### src/rtl/vedic_product_accumulator.sv
// Frame accumulator for the registered Vedic multiplier product.
// Sums successive unsigned products into a saturating accumulator and
// presents each finished frame as a held result with a valid/ready handshake.
//
//   state | meaning
//   ------+------------------------------------------------------------
//   ACC   | collecting terms; prod_ready high unless clear is asserted
//   HOLD  | frame result presented on sum/term_count/ovf; no terms taken
module vedic_product_accumulator #(
  parameter int PW        = 8,
  parameter int ACC_W     = 16,
  parameter int MAX_TERMS = 16,
  localparam int CW       = $clog2(MAX_TERMS + 1)
) (
  input  logic             clk,
  input  logic             rst,
  input  logic [PW-1:0]    prod,
  input  logic             prod_valid,
  input  logic             prod_last,
  output logic             prod_ready,
  input  logic             clear,
  output logic [ACC_W-1:0] sum,
  output logic [CW-1:0]    term_count,
  output logic             ovf,
  output logic             out_valid,
  input  logic             out_ready
);

  typedef enum logic {ACC = 1'b0, HOLD = 1'b1} state_t;

  state_t           state_q, state_d;
  logic [ACC_W-1:0] acc_q, acc_d;
  logic [CW-1:0]    cnt_q, cnt_d;
  logic             sat_q, sat_d;
  logic [ACC_W-1:0] sum_q, sum_d;
  logic [CW-1:0]    tc_q, tc_d;
  logic             ovf_q, ovf_d;
  logic             ov_q, ov_d;

  logic             accept;
  logic             close;
  logic [ACC_W-1:0] base;
  logic [ACC_W:0]   t;
  logic             new_sat;
  logic [ACC_W-1:0] new_acc;

  // Accept arithmetic: one extra bit catches carry-out for saturation.
  always_comb begin
    prod_ready = (state_q == ACC) && !clear;
    accept     = prod_valid && prod_ready;
    base       = (cnt_q == '0) ? '0 : acc_q;
    t          = {1'b0, base} + {{(ACC_W + 1 - PW){1'b0}}, prod};
    new_sat    = t[ACC_W] || sat_q;
    new_acc    = new_sat ? {ACC_W{1'b1}} : t[ACC_W-1:0];
    close      = accept && (prod_last || (cnt_q == CW'(MAX_TERMS - 1)));
  end

  // Next-state logic: collect terms in ACC, present and handshake in HOLD.
  always_comb begin
    state_d = state_q;
    acc_d   = acc_q;
    cnt_d   = cnt_q;
    sat_d   = sat_q;
    sum_d   = sum_q;
    tc_d    = tc_q;
    ovf_d   = ovf_q;
    ov_d    = ov_q;
    case (state_q)
      ACC: begin
        if (clear) begin
          acc_d = '0;
          cnt_d = '0;
          sat_d = 1'b0;
        end else if (close) begin
          sum_d   = new_acc;
          tc_d    = cnt_q + CW'(1);
          ovf_d   = new_sat;
          ov_d    = 1'b1;
          state_d = HOLD;
          acc_d   = '0;
          cnt_d   = '0;
          sat_d   = 1'b0;
        end else if (accept) begin
          acc_d = new_acc;
          sat_d = new_sat;
          cnt_d = cnt_q + CW'(1);
        end
      end
      HOLD: begin
        // clear is deliberately ignored here so the pending result survives.
        if (ov_q && out_ready) begin
          ov_d    = 1'b0;
          state_d = ACC;
        end
      end
      default: state_d = ACC;
    endcase
  end

  // State and datapath registers; reset drops any partial or held frame.
  always_ff @(posedge clk or posedge rst) begin
    if (rst) begin
      state_q <= ACC;
      acc_q   <= '0;
      cnt_q   <= '0;
      sat_q   <= 1'b0;
      sum_q   <= '0;
      tc_q    <= '0;
      ovf_q   <= 1'b0;
      ov_q    <= 1'b0;
    end else begin
      state_q <= state_d;
      acc_q   <= acc_d;
      cnt_q   <= cnt_d;
      sat_q   <= sat_d;
      sum_q   <= sum_d;
      tc_q    <= tc_d;
      ovf_q   <= ovf_d;
      ov_q    <= ov_d;
    end
  end

  assign sum        = sum_q;
  assign term_count = tc_q;
  assign ovf        = ovf_q;
  assign out_valid  = ov_q;

endmodule
### config.mk
export PLATFORM = sky130hd
export DESIGN_NAME = vedic_product_accumulator
export DESIGN_NICKNAME = d
export VERILOG_FILES = /design/src/rtl/vedic_product_accumulator.sv
export SDC_FILE = /design/constraint.sdc
export NUM_CORES = 1
export LEC_CHECK = 0
export CAP_MARGIN = 20
export CORE_UTILIZATION = 27
export DETAILED_ROUTE_END_ITERATION = 6
export GPL_ROUTABILITY_DRIVEN = 0
export PLACE_DENSITY_LB_ADDON = 0.12
export RECOVER_POWER = 25
export SKIP_CTS_REPAIR_TIMING = 1
export SYNTH_ARGS = -nofsm -noshare
export SYNTH_HDL_FRONTEND = slang
export SYNTH_SLANG_ARGS = --single-unit
### constraint.sdc
create_clock -name clk -period 4.1 [get_ports clk]
set_input_delay 0.615 -clock clk [delete_from_list [all_inputs] [get_ports clk]]
set_output_delay 0.615 -clock clk [all_outputs]
set_load 0.01 [all_outputs]
==> results.cfg <==
[floorplan]
die_x_um = 98.4
io_pins = 38
dieArea_um2 = 9680
chipHeight_um = 98.4
floorplan.rows = 34
initial_core_util_pct = 28.3
coreArea_um2 = 8850

[clock_network]
clk_pin_slew_ns = 0.09
numCtsBuffers = 5
cts_tree = done
cts.path.max_buffers = 2
h-tree-depth = 2
clock_latency_ns = 0.30
clock-sinks = 46
cts-root-buf = clkbuf_8

[layout]
final_nets = 340
drive_above_1_share_pct = 7.62
n_antenna_cell = 0
n_fill_cell = 942
design_area_um2 = 3100
syn2layout_area_growth_pct = 23.5

[sta]
fin_crit_ns = 3.68
max_freq_ghz = 0.272
worst_pin_slew_ns = 1.39
relSlewSlack_pct = 7.61
rsz0062_at_grt = false
report.final.hold_viol_count = 0
setup_violations = 0
tns_ns = 0
fin_ws_ns = 0.425
fin_crit_sh_pct = 89.6
finClkSkew_ns = 0.00711
final-max-slew-violation-count = 0

[global_route]
antenna_found_initial = 0
grt_max_degree = 47
grt-ovfl-total = 0
track_usage_pct = 14.1
grt_first_pass_wirelength_um = 10600
grt_pass1_vias = 2053

[setup_path]
arrival_ns = 3.86
r2r_start = cnt_q[0]$_DFFE_PP0P_
path_class = reg2reg
critPathLaunchType = flop
r2r_slack_ns = 0.42
r2r_end = acc_q[13]$_DFFE_PP0P_
cp_data_required_time_ns = 4.29
r2r_cells = 12
cp_max_fo = 11
crit_path_end_kind = flop

[hold_path]
hold_class = reg2reg
min_from = acc_q[6]$_DFFE_PP0P_
min_to = acc_q[6]$_DFFE_PP0P_
holdPathStages = 2

[job]
drv_cap = 0

[routing]
avgViaCountPerCell = 4.90
final_antenna_net_count = 0
drc = 0
wl_per_cell_um = 14.9
drt-initial-drc-count = 74
first_pass_iters = 6
num_vias = 2073
wl_um = 6300

[placed_design]
dp_hpwl_um = 4490
io_buffers = 37
place_area_um2 = 2980
pre_cts_ws_ns = 0.342

[yosys]
synthCells = 278
synth_commonest_cells = 50 x nand2_1, 46 x dfrtp_1, 27 x nor2_1
syn_avg_cell_area_um2 = 9.02
yosys-top-cells-area = dfrtp_1 46%, nand2_1 7.5%, ha_1 5.5%
ys_seq_area_share_pct = 45.9
synthDominantCellAreaShare_pct = 45.9
synth_edf_count = 0
yosys_warnings = 0
async_flop_share_pct = 100
yosys.area.top_type = dfrtp_1
yosysMostFrequentCell = nand2_1
yosysUniqueCellTypes = 49
netlist_area_um2 = 2510
synth_nets = 304
ys_ff_latch = 46
synth_top_flop_cell = dfrtp_1

[run_status]
status = finished, final reports clean

[power_and_ir_drop]
irDropWorstVdd_v = 0.000180
p_per_area_nw_per_um2 = 489
leakage_nw = 1.31
report_power, final:
part | switching [W] | total, W | internal [W]
sequential | 0.0000706 | 0.000644 | 0.000573
combinational | 0.000271 | 0.000552 | 0.000281
clock | 0.000162 | 0.000317 | 0.000155
flip-flops by register name, indices dropped and copies added (netlist names):
register    flops
acc_q          16
ovf             1
out_valid       1
term_count      5
sat_q           1
cnt_q           5
state_q         1
sum            16
cells by family after synthesis:
| kind of cell | Yosys count | share of synthesized area, % |
|---|---|---|
| buffers and inverters | 17 | 2.89 |
| xor gates and xnor gates | 13 | 4.54 |
| AOI/OAI and AO/OA | 85 | 21.2 |
| adders and majority gates | 12 | 6.29 |
| and+or+nand+nor | 105 | 19.2 |
| DFF | 46 | 45.9 |
layer usage:
metal	GRT usage [%]	up-vias	part of all wire, %
met3	2.43	6	1.9
met5	0	-	0
li1	-	1046	-
met4	4.13	0	1.2
met2	23.0	25	47
met1	19.1	996	49
critical path: stages (launching register included):
cell,delay (ns)
dfrtp_1,0.45
inv_1,0.08
ha_1,0.14
or4b_1,0.58
buf_4,0.24
and2_1,0.19
ha_1,0.29
a211oi_1,0.35
o211ai_1,0.14
a31oi_1,0.49
or3_1,0.19
a21oi_1,0.08
a221o_1,0.32
worst max-delay path by stage:
stage | start | endpoint | slack [ns] | cells after the start
3_5_place_dp | cnt_q[0]$_DFFE_PP0P_ | sum[8]$_DFFE_PP0P_ | 0.34 | 11
4_1_cts | cnt_q[0]$_DFFE_PP0P_ | sum[8]$_DFFE_PP0P_ | 0.30 | 11
6_report | cnt_q[0]$_DFFE_PP0P_ | acc_q[13]$_DFFE_PP0P_ | 0.42 | 12
5_1_grt | cnt_q[0]$_DFFE_PP0P_ | acc_q[13]$_DFFE_PP0P_ | 0.07 | 12
2_1_floorplan | cnt_q[0]$_DFFE_PP0P_ | acc_q[12]$_DFFE_PP0P_ | 0.64 | 14
3_3_place_gp | cnt_q[0]$_DFFE_PP0P_ | acc_q[13]$_DFFE_PP0P_ | 0.39 | 12
layout make-up:
type / instances / area, um2 / share of cell area [%]
Clock buffer: 7 / 96.3 / 3.11
Clock inverter: 1 / 8.76 / 0.283
Inverter: 6 / 22.5 / 0.728
Multi-Input combinational cell: 215 / 1290 / 41.8
Sequential cell: 46 / 1150 / 37.2
Tap cell: 108 / 135 / 4.37
Timing Repair Buffer: 40 / 389 / 12.6
cell usage in the layout (no fill, tap or decap), drive strengths merged, types with 2 or more instances in the layout:
cell	n
a211oi	2
a21o	2
a21oi	19
a31oi	6
and2	10
and3	2
buf	2
clkbuf	8
clkdlybuf4s50	36
dfrtp	46
ha	11
inv	6
nand2	51
nand3	4
nor2	27
o211ai	4
o21ai	38
o2bb2ai	3
o31ai	2
or2	2
or3	2
xnor2	6
xor2	7
stage by stage:
stage	total power (W)	hold slack, ns	utilization (%)	cells
after floorplan	0.000923	0.442	-	278
after global placement	0.00122	0.455	33.7	414
after detailed placement	0.00121	0.465	33.7	414
after CTS	0.00154	0.487	34.8	422
after global routing	0.00163	0.511	35.0	423
final	0.00151	0.483	35.0	423
(Power assumes the default switching activity.)
